`src/rtl/tcam_pkg.sv`:
```
// tcam_pkg: shared definitions for the ternary CAM routing memory.
//   - Default geometry localparams used by tcam_mem.
//   - Operation codes carried on the MODE input.
//   - Entry struct {data, care, valid} held in the storage array.
//   - entry_match(): ternary match of one entry against a key/enable pair.
package tcam_pkg;

    localparam int TCAM_ID_W   = 4;
    localparam int TCAM_ADDR_W = 4;
    localparam int TCAM_BITS   = 8;
    localparam int TCAM_WORDS  = 16;
    localparam int TCAM_BANKS  = 1;

    localparam logic [2:0] MODE_I   = 3'b000;  // idle
    localparam logic [2:0] MODE_W   = 3'b001;  // write
    localparam logic [2:0] MODE_R   = 3'b010;  // read
    localparam logic [2:0] MODE_F   = 3'b011;  // fire (ID search)
    localparam logic [2:0] MODE_C   = 3'b100;  // compare (full masked key)
    localparam logic [2:0] MODE_RST = 3'b101;  // flush valid bits

    typedef struct packed {
        logic [TCAM_BITS-1:0] data;
        logic [TCAM_BITS-1:0] care;
        logic                 valid;
    } tcam_entry_t;

    // A bit matches when it is a don't-care, its key bit is disabled,
    // or the stored data equals the key; the entry must also be valid.
    function automatic logic entry_match(input tcam_entry_t ent,
                                         input logic [TCAM_BITS-1:0] key,
                                         input logic [TCAM_BITS-1:0] en);
        return ent.valid & (&(~ent.care | ~en | ~(ent.data ^ key)));
    endfunction

endpackage

```
`src/rtl/tcam_prio_enc.sv`:
```
// tcam_prio_enc: lowest-set-bit priority encoder.
//   req   in  Words  request vector
//   idx   out IdxW   index of the lowest set bit (0 when none set)
//   found out 1      at least one request bit is set
module tcam_prio_enc #(
    parameter int Words = 16,
    localparam int IdxW = (Words > 1) ? $clog2(Words) : 1
) (
    input  logic [Words-1:0] req,
    output logic [IdxW-1:0]  idx,
    output logic             found
);

    // Scan from the top down so the lowest set bit is the last one written.
    always_comb begin
        idx   = {IdxW{1'b0}};
        found = 1'b0;
        for (int i = Words - 1; i >= 0; i--) begin
            idx   = req[i] ? IdxW'(i) : idx;
            found = found | req[i];
        end
    end

endmodule

```
`src/rtl/tcam_mem.sv`:
```
// tcam_mem: ternary CAM routing memory (Words entries of {data, care, valid}).
//   clk, rst_n    clock, async active-low reset
//   MODE          000 idle, 001 write, 010 read, 011 fire, 100 compare,
//                 101 flush, 110/111 idle
//   PacketID_In   fire search key (matched against entry ID field)
//   Data_In       write data / compare key
//   Mskb_In       write bit-enable / compare key-bit enable
//   A_In          entry address for write and read
//   Dcs_In        1 = data word, 0 = care word
//   Vbe_In/Vbi_In valid-bit enable / value
//   DstID_Out     low ID_Width data bits of the lowest matching entry (fire)
//   Data_Out      read word,  Vbo_Out read valid bit
//   Hit_Out       per-bank hit, HitLine_Out per-entry match vector
// All outputs are registered; an output a mode does not drive holds its value.
// The storage struct comes from tcam_pkg, so Bits must equal TCAM_BITS.
module tcam_mem
    import tcam_pkg::*;
#(
    parameter int ID_Width    = TCAM_ID_W,
    parameter int AddressSize = TCAM_ADDR_W,
    parameter int Bits        = TCAM_BITS,
    parameter int Words       = TCAM_WORDS,
    parameter int BankSize    = TCAM_BANKS
) (
    input  logic                   clk,
    input  logic                   rst_n,
    input  logic [2:0]             MODE,
    input  logic [ID_Width-1:0]    PacketID_In,
    input  logic [Bits-1:0]        Data_In,
    input  logic [Bits-1:0]        Mskb_In,
    input  logic [AddressSize-1:0] A_In,
    input  logic                   Dcs_In,
    input  logic                   Vbe_In,
    input  logic                   Vbi_In,
    output logic [ID_Width-1:0]    DstID_Out,
    output logic [Bits-1:0]        Data_Out,
    output logic                   Vbo_Out,
    output logic [BankSize-1:0]    Hit_Out,
    output logic [Words-1:0]       HitLine_Out
);

    localparam int PerBank = Words / BankSize;
    localparam int IdxW    = (Words > 1) ? $clog2(Words) : 1;

    tcam_entry_t               mem_r [Words];
    logic [Bits-1:0]           key_s;
    logic [Bits-1:0]           en_s;
    logic [Words-1:0]          match_s;
    logic [BankSize-1:0]       bank_hit_s;
    logic [IdxW-1:0]           idx_s;
    logic                      found_s;
    logic [ID_Width-1:0]       dst_sel_s;

    logic [ID_Width-1:0]       dst_r;
    logic [Bits-1:0]           data_out_r;
    logic                      vbo_r;
    logic [BankSize-1:0]       hit_r;
    logic [Words-1:0]          hitline_r;

    // Search key/enable: fire compares only the ID field, compare uses the full key.
    always_comb begin
        key_s = Data_In;
        en_s  = Mskb_In;
        if (MODE == MODE_F) begin
            key_s = {PacketID_In, {(Bits-ID_Width){1'b0}}};
            en_s  = {{ID_Width{1'b1}}, {(Bits-ID_Width){1'b0}}};
        end else begin
            key_s = Data_In;
            en_s  = Mskb_In;
        end
    end

    // Per-entry ternary match lines.
    always_comb begin
        match_s = {Words{1'b0}};
        for (int w = 0; w < Words; w++) begin
            match_s[w] = entry_match(mem_r[w], key_s, en_s);
        end
    end

    // Bank hit: OR of the match lines belonging to each bank.
    always_comb begin
        bank_hit_s = {BankSize{1'b0}};
        for (int b = 0; b < BankSize; b++) begin
            bank_hit_s[b] = |match_s[b*PerBank +: PerBank];
        end
    end

    tcam_prio_enc #(.Words(Words)) u_prio (
        .req   (match_s),
        .idx   (idx_s),
        .found (found_s)
    );

    // Destination ID of the winning entry, zero when nothing matched.
    always_comb begin
        if (found_s) begin
            dst_sel_s = mem_r[idx_s].data[ID_Width-1:0];
        end else begin
            dst_sel_s = {ID_Width{1'b0}};
        end
    end

    // Entry storage: masked writes and flush of the valid bits.
    always_ff @(posedge clk or negedge rst_n) begin
        if (!rst_n) begin
            for (int w = 0; w < Words; w++) begin
                mem_r[w] <= '{data: {Bits{1'b0}}, care: {Bits{1'b0}}, valid: 1'b0};
            end
        end else begin
            case (MODE)
                MODE_W: begin
                    if (Dcs_In) begin
                        mem_r[A_In].data <= (mem_r[A_In].data & ~Mskb_In) | (Data_In & Mskb_In);
                    end else begin
                        mem_r[A_In].care <= (mem_r[A_In].care & ~Mskb_In) | (Data_In & Mskb_In);
                    end
                    if (Vbe_In) begin
                        mem_r[A_In].valid <= Vbi_In;
                    end
                end
                MODE_RST: begin
                    for (int w = 0; w < Words; w++) begin
                        mem_r[w].valid <= 1'b0;
                    end
                end
                default: begin
                end
            endcase
        end
    end

    // Result registers: each mode updates only the outputs it owns.
    always_ff @(posedge clk or negedge rst_n) begin
        if (!rst_n) begin
            dst_r      <= {ID_Width{1'b0}};
            data_out_r <= {Bits{1'b0}};
            vbo_r      <= 1'b0;
            hit_r      <= {BankSize{1'b0}};
            hitline_r  <= {Words{1'b0}};
        end else begin
            case (MODE)
                MODE_R: begin
                    data_out_r <= Dcs_In ? mem_r[A_In].data : mem_r[A_In].care;
                    vbo_r      <= Vbe_In & mem_r[A_In].valid;
                end
                MODE_F: begin
                    hitline_r <= match_s;
                    hit_r     <= bank_hit_s;
                    dst_r     <= dst_sel_s;
                end
                MODE_C: begin
                    hitline_r <= match_s;
                    hit_r     <= bank_hit_s;
                    dst_r     <= {ID_Width{1'b0}};
                end
                MODE_RST: begin
                    dst_r      <= {ID_Width{1'b0}};
                    data_out_r <= {Bits{1'b0}};
                    vbo_r      <= 1'b0;
                    hit_r      <= {BankSize{1'b0}};
                    hitline_r  <= {Words{1'b0}};
                end
                default: begin
                end
            endcase
        end
    end

    assign DstID_Out   = dst_r;
    assign Data_Out    = data_out_r;
    assign Vbo_Out     = vbo_r;
    assign Hit_Out     = hit_r;
    assign HitLine_Out = hitline_r;

endmodule

```
`config.mk`:
```
export PLATFORM = sky130hd
export DESIGN_NAME = tcam_mem
export DESIGN_NICKNAME = d
export VERILOG_FILES = /design/src/rtl/tcam_pkg.sv /design/src/rtl/tcam_prio_enc.sv /design/src/rtl/tcam_mem.sv
export SDC_FILE = /design/constraint.sdc
export NUM_CORES = 1
export LEC_CHECK = 0
export CAP_MARGIN = 20
export CORE_ASPECT_RATIO = 0.75
export CORE_MARGIN = 4
export CORE_UTILIZATION = 47
export DETAILED_ROUTE_END_ITERATION = 8
export PLACE_DENSITY = 0.66
export SYNTH_ARGS = -nofsm -noshare
export SYNTH_HDL_FRONTEND = slang
export SYNTH_SLANG_ARGS = --single-unit
```
`constraint.sdc`:
```
create_clock -name clk -period 6.63 [get_ports clk]
set_input_delay 1.326 -clock clk [delete_from_list [all_inputs] [get_ports clk]]
set_output_delay 1.326 -clock clk [all_outputs]
set_load 0.005 [all_outputs]
```
# [Word-level counts from Yosys, hierarchy flattened]
# Index checks and enable logic that the tools add are counted.
[totals] in_bits=32 regBits=302
[classes] eq_ne=5 order_cmp=3 bitwise=121 n_reduce_logical=24 muxes=59
[ops] operator="bitwise mux 272 bit" count=3
[ops] operator="two-way mux 272 bit" count=3
[ops] operator="NOT 8 bit" count=34
[ops] operator="OR 8 bit" count=34
[ops] operator="demux 17 bit (select 4 bit)" count=3
[ops] operator="binary-select mux 17 bit (select 4 bit)" count=2
[ops] operator="AND reduction 8 bit" count=16
[ops] operator="XOR 8 bit" count=16
[ops] operator="two-way mux 4 bit" count=17
[ops] operator="two-way mux 17 bit" count=3
[ops] operator="case mux 1 bit (2 select lines)" count=18
[ops] operator="case mux 16 bit (2 select lines)" count=1
[ops] operator="two-way mux 13 bit" count=2
[ops] operator="AND 8 bit" count=3
[ops] operator="two-way mux 8 bit" count=3
[ops] operator="AND 1 bit" count=17
[ops] operator="case mux 8 bit (2 select lines)" count=1
[ops] operator="OR reduction 16 bit" count=1
[ops] operator="OR 1 bit" count=15
[ops] operator="greater-or-equal comparator 5 bit (second input constant)" count=2
[ops] operator="NOT 4 -> 5 bit" count=2
[ops] operator="two-way mux 9 bit" count=1
[ops] operator="case mux 4 bit (2 select lines)" count=1
[ops] operator="nonzero test 2 bit" count=4
[ops] operator="other kinds (7)" count=10

# [Logic depth before layout (Yosys ltp)]
[depth] depth_word=29 ltp_mapped=17 mapped_depth_nobuf=11

# [Cells and area by module]
# Synthesis repeated with hierarchy kept, for this count alone.
[hier_totals] cells_unflattened=1762 hier_area_um2=17656.9
[modules_own_cells] module="tcam_mem" seq_area_each_um2=7557.2 cells_per_inst=1728 area_each_um2=17483.0 instances=1
[modules_own_cells] module="tcam_prio_enc" seq_area_each_um2=0.0 cells_per_inst=34 area_each_um2=173.9 instances=1

# [Worst setup path after synthesis]
# Ideal clock, no wire load.
[synth_path] path_kind="input to register" from="input port MODE[1]" to="register dst_r[2] (netlist: DstID_Out[2])" n_path_buf=4 slack_ns=2.634 path_stages=15 t_arrival_ns=3.871 cell_sequence="buf_2 -> and3b_1 -> buf_6 -> buf_6 -> a311oi_1 -> a22oi_1 -> a2111o_1 -> nor4b_1 -> nand3b_1 -> a41oi_1 -> and2_1 -> clkbuf_1 -> a22oi_1 -> nand3_1 -> nand3_1"
[synth_between] elab_chain_cells=29 elab_cells_between_ends=141 classes_between="eq/ne (3); mux (23); bitwise (97); reduce/logical (18)"
[synth_lines] item="start: declaration" line_no="tcam_mem.sv:27" text="input logic [2:0] MODE,"
[synth_lines] item="equality test 3 x 2 -> 1 bit" line_no="tcam_mem.sv:64, tcam_mem.sv:142"
[synth_lines] item="two-way mux 8 bit" line_no="tcam_mem.sv:64" text="if (MODE == MODE_F) begin"
[synth_lines] item="NOT 8 bit / XOR 8 bit (equally long branches)" line_no="tcam_pkg.sv:32" text="return ent.valid & (&(~ent.care | ~en | ~(ent.data ^ key)));"
[synth_lines] item="OR 8 bit / NOT 8 bit (equally long branches)" line_no="tcam_pkg.sv:32"
[synth_lines] item="OR 8 bit" line_no="tcam_pkg.sv:32"
[synth_lines] item="AND reduction 8 bit" line_no="tcam_pkg.sv:32"
[synth_lines] item="AND 1 bit" line_no="tcam_pkg.sv:32"
[synth_lines] item="two-way mux 4 bit (16 in series)" line_no="tcam_prio_enc.sv:19" text="idx = req[i] ? IdxW'(i) : idx;"
[synth_lines] item="NOT 4 -> 5 bit (not written as such)" line_no="tcam_mem.sv:98" text="dst_sel_s = mem_r[idx_s].data[ID_Width-1:0];"
[synth_lines] item="binary-select mux 17 bit (select 4 bit)" line_no="tcam_mem.sv:98"
[synth_lines] item="two-way mux 13 bit (not written as such) (2 in series)" line_no="tcam_mem.sv:98"
[synth_lines] item="two-way mux 4 bit" line_no="tcam_mem.sv:97" text="if (found_s) begin"
[synth_lines] item="case mux 4 bit (2 select lines)" line_no="tcam_mem.sv:142" text="case (MODE)"
[synth_lines] item="end signal: assignment" line_no="tcam_mem.sv:150" text="dst_r <= dst_sel_s;"
[synth_lines] item="end signal: assignment" line_no="tcam_mem.sv:155" text="dst_r <= {ID_Width{1'b0}};"
[synth_lines] item="end signal: assignment" line_no="tcam_mem.sv:158" text="dst_r <= {ID_Width{1'b0}};"
[synth_lines] item="end: declaration" line_no="tcam_mem.sv:54" text="logic [ID_Width-1:0] dst_r;"
# Parallel ways exist; a longest one is shown, timed or not. The select of a mux whose other input is x is not followed.
# A chain may end at the register's enable or synchronous reset.

# [Worst setup path after layout]
# Same ends and word-level chain as after synthesis.

==> summary by stage <==
Run status
The flow ran to the end, and the final reports show no timing, DRC or antenna violations.

Global routing
Global routing finished with a remaining overflow of 0. Global routing used 34.0% of the available tracks across all layers. The number of global-route vias before repair is 15.0k. The largest net degree at the start of global routing is between 100 and 150. The global-route wire length before repair is between 100 and 150 mm.

The initial antenna violation count is 2.

Placement
The final estimated routing congestion in global placement is around 1.0. The cell area reported after detailed placement is 18,900 µm². Timing analysis after detailed placement gives a worst setup slack of roughly 0.72 ns.

Buffers placed on the I/O ports in this run total between 60 and 70. The detailed placement HPWL is 52.6 mm. The cell count after placement is 2,307.

Critical path
The family with the most delay on the worst path is simple AND/OR/NAND/NOR gates. The worst setup path is of the in -> reg kind. The required time of the critical path is a little over 7 ns. Data on the critical path arrives at its endpoint at a little over 6 ns. STA classifies the critical path startpoint as an input port.

The number of buffer and inverter instances along the worst setup path is 3. The largest stage delay on the critical path is ~0.8 ns. The maximum net fanout on the critical path is 36. The cell that appears most often on the critical path is sky130_fd_sc_hd__buf_4. The slowest cell on the critical path is sky130_fd_sc_hd__nor4_1. Traced cell by cell, the critical path runs through clkdlybuf4s50_1 -> nand3b_4 -> buf_4 -> a221oi_1 -> o221ai_1 -> nor4_1 -> nor2b_1 -> o21ai_0 -> o21ai_4 -> buf_4 -> mux2i_1 -> a221oi_2 -> o21ai_1 -> nand3_1. The worst setup path is captured at a flip-flop.

Route
Before antenna repair, the detailed router went through 8 iterations. In the routed design, unresolved DRC markers number 0. Wire segments on met3 add up to roughly 7.7 mm in the final route. After detailed routing, the wire length on met1 is 29.1 mm. In the routed layout, each cell is associated on average with a via count of 6.56. The highest metal layer used by the detailed router is met4. The wire length reported by the detailed router is approximately 70 mm. The routed design uses around 30 mm of met2 wire. The overall via count from detail_route is about 16k. The detailed-route wire length per cell is 29.4 µm. The starting DRC count in detailed routing is 2,174. The count of nets left with antenna violations once routing finished came out at 0.

STA
For this run, the top clock speed supported by timing is approximately 170 MHz. The smallest clock period supported by the final layout is computed as between 5 and 6 ns. Hold is met by roughly 0.48 ns. Setup violations remaining at the end of the flow were counted as 0. Setup repair after global routing left no endpoint under its margin. The slew at the pin with the worst max-slew slack is roughly 1.3 ns. The final critical path takes up roughly 87% of the cycle. In this run the tightest slew margin relative to its limit is 16.2%. The final-layout setup total negative slack is 0 ns. In the post-route analysis, the smallest setup slack over all paths is approximately 0.88 ns. The final number of max-transition violations is 0.

For the final database, setup skew stands at about 0.014 ns. The count of endpoints failing hold in the final timing report is 0.

Floorplanning
The width of the die is about 230 µm. The die extent in y is 176 µm. The row count is a little over 60. During I/O placement, the number of pins put on the boundary was 62. The placeable core region is 37,200 µm². The overall die area is 40,900 µm². For this configuration, the core starts out at a cell density of a little under half.

Yosys
After synthesis, the cell types taking the most area are sky130_fd_sc_hd__dfrtp_1 (43%), sky130_fd_sc_hd__mux4_2 (11%), sky130_fd_sc_hd__xor2_1 (6.7%). Counting instances in the post-synthesis netlist gives the leading cell types as sky130_fd_sc_hd__dfrtp_1 (302), sky130_fd_sc_hd__nand2_1 (274), sky130_fd_sc_hd__o21ai_0 (222). Yosys mapped a number of flops with a built-in enable equal to 0. The synthesized design contains 302 register bits. Each instance of the synthesized netlist takes up on average slightly below 10 µm². For this run, the register share of the synthesized area comes to between 40% and 50%.

The total of warnings raised by yosys is 0. The number of nets handed over by synthesis was approximately 1.8k. Among all cell types in the netlist, the one instantiated most often is sky130_fd_sc_hd__dfrtp_1.

The share of the synthesized area in the top cell type is 42.6%. Synthesis instantiated between 70 and 80 different standard cells from the library. In the synthesized netlist the async set-or-reset flop fraction comes to 100%. The cell taking the most area after synthesis is sky130_fd_sc_hd__dfrtp_1. For this run, the leading register cell type out of synthesis is sky130_fd_sc_hd__dfrtp_1.

The mapped netlist covers roughly 18,000 µm². Synthesis handed over a netlist of roughly 1.8k instances.

Layout
The count of nets after finishing is 1,874. Of the cells placed in the final design, the portion with a size suffix greater than 1 is ~13%. Fill cells in the final layout number approximately 3.4k. The filler-free cell count of the finished design is 2,369. Compared with the post-synthesis result, the final layout area differs by 13.2%. The post-route cell area is roughly 20,000 µm².

Clock tree
After clock tree synthesis, the repair step resized 0 gates. The number of buffers inserted by post-CTS setup repair is 0. The number of buffers added to fix hold violations after cts is 0.

The buffer type at the clock tree root is sky130_fd_sc_hd__clkbuf_16. Counting every sink on the clock net gives ~300. The H-tree level count is 2. TritonCTS built the clock tree. The later-pin clock latency in the skew report is ~0.53 ns.

The number of buffers on the longest clock path is 3. In this run, CTS created clock tree buffers numbering 35. After clock tree synthesis, the clock-pin slew on the worst setup and hold paths is around 0.06 ns.

Run
Across the run, the number of max-cap violations was 0.

Power
Summed over all cells, the static leakage comes to ~8.4 nW. The power density relative to cell area is roughly 250 nW/µm². The worst-case IR drop observed on VDD is ~0.00023 V.

Min path
In this run the worst hold path is classified as reg -> reg.
-- where the power goes --
| part | total (W) | internal [W] | leakage (nW) | switching, W |
|---|---|---|---|---|
| clock network | 0.00196 | 0.00116 | 0.554 | 0.000794 |
| logic | 0.000838 | 0.000330 | 3.74 | 0.000508 |
| registers | 0.00217 | 0.00198 | 4.12 | 0.000191 |
| total | 0.00497 | 0.00347 | 8.42 | 0.00149 |
-- path summary, 6_finish.rpt --
check,start,endpoint,slack [ns],depth (start not counted)
worst max-delay path,MODE[1],DstID_Out[2],0.88,14
worst max register to register,mem_r[271],DstID_Out[2],2.53,12
worst min-delay path,Hit_Out,Hit_Out,0.48,2
min in group asynchronous,rst_n,mem_r[219],0.85,1
worst min register to register,Hit_Out,Hit_Out,0.48,2
max in group asynchronous,rst_n,mem_r[202],4.35,2
-- metal layers --
layer / global-route usage [%] / up-vias
met2: 50.3 / 919
met4: 10.6 / 0
li1: - / 6656
met5: 0 / -
met3: 8.66 / 141
met1: 49.6 / 7816
-- cells in the final DEF, fill, tap and decap left out, types with 6 or more instances in the layout --
cell,instances
sky130_fd_sc_hd__o31ai_1,6
sky130_fd_sc_hd__nor2_1,103
sky130_fd_sc_hd__xnor2_1,14
sky130_fd_sc_hd__clkdlybuf4s50_1,58
sky130_fd_sc_hd__a41oi_1,8
sky130_fd_sc_hd__clkbuf_1,9
sky130_fd_sc_hd__mux4_2,85
sky130_fd_sc_hd__a22o_1,8
sky130_fd_sc_hd__and4b_1,7
sky130_fd_sc_hd__xor2_1,136
sky130_fd_sc_hd__nand2b_1,15
sky130_fd_sc_hd__o211ai_1,7
sky130_fd_sc_hd__a21oi_1,96
sky130_fd_sc_hd__and2_1,16
sky130_fd_sc_hd__o22ai_1,8
sky130_fd_sc_hd__nor4_1,7
sky130_fd_sc_hd__o21ai_0,222
sky130_fd_sc_hd__nand2_1,274
sky130_fd_sc_hd__nand4_1,55
sky130_fd_sc_hd__a31oi_1,9
sky130_fd_sc_hd__nor2b_1,8
sky130_fd_sc_hd__mux2i_1,55
sky130_fd_sc_hd__dfrtp_1,302
sky130_fd_sc_hd__nor3_1,12
sky130_fd_sc_hd__nand3_1,54
sky130_fd_sc_hd__nand3b_1,7
sky130_fd_sc_hd__a32oi_1,12
sky130_fd_sc_hd__clkbuf_8,6
sky130_fd_sc_hd__clkbuf_16,37
sky130_fd_sc_hd__buf_4,76
sky130_fd_sc_hd__inv_1,12
sky130_fd_sc_hd__a22oi_1,19
sky130_fd_sc_hd__nand4b_1,28
sky130_fd_sc_hd__a221oi_1,6
-- layout make-up --
class	instances	area (µm²)	area share, %
multi-input cells	1353	9500	47.3
flip-flops and latches	302	7560	37.6
repair buffers	138	1210	6.02
clock buffers	52	1040	5.19
well taps	504	631	3.14
clock inverters	7	91.3	0.455
inverters	12	45.0	0.224
diodes	1	2.50	0.0125
-- worst min-delay path: stages, from the launching register on --
cell and delay, ns:
sky130_fd_sc_hd__dfrtp_1 0.34, sky130_fd_sc_hd__nand2_1 0.05, sky130_fd_sc_hd__o21ai_0 0.06
-- flip-flops by register name (all words and copies together), names as in the netlist --
name	cells
mem_r	272
HitLine_Out	16
Data_Out	8
DstID_Out	4
Hit_Out	1
Vbo_Out	1
-- metrics by stage --
stage / total power, W / util [%]
global route: 0.00514 / 54.0
CTS: 0.00496 / 54.0
global placement: 0.00299 / 50.8
finish: 0.00497 / 54.0
floorplan: 0.00263 / -
detailed placement: 0.00301 / 50.9
-- logic make-up after synthesis --
logic type / after synthesis / synth area share (%)
AO/OA/AOI/OAI: 448 / 15.2
XOR/XNOR: 150 / 7.41
buffers and inverters: 155 / 4.02
flip-flops: 302 / 42.6
multiplexers: 144 / 14.1
AND/OR/NAND/NOR: 611 / 16.6
Note: power is estimated with default switching activity, not from simulation.
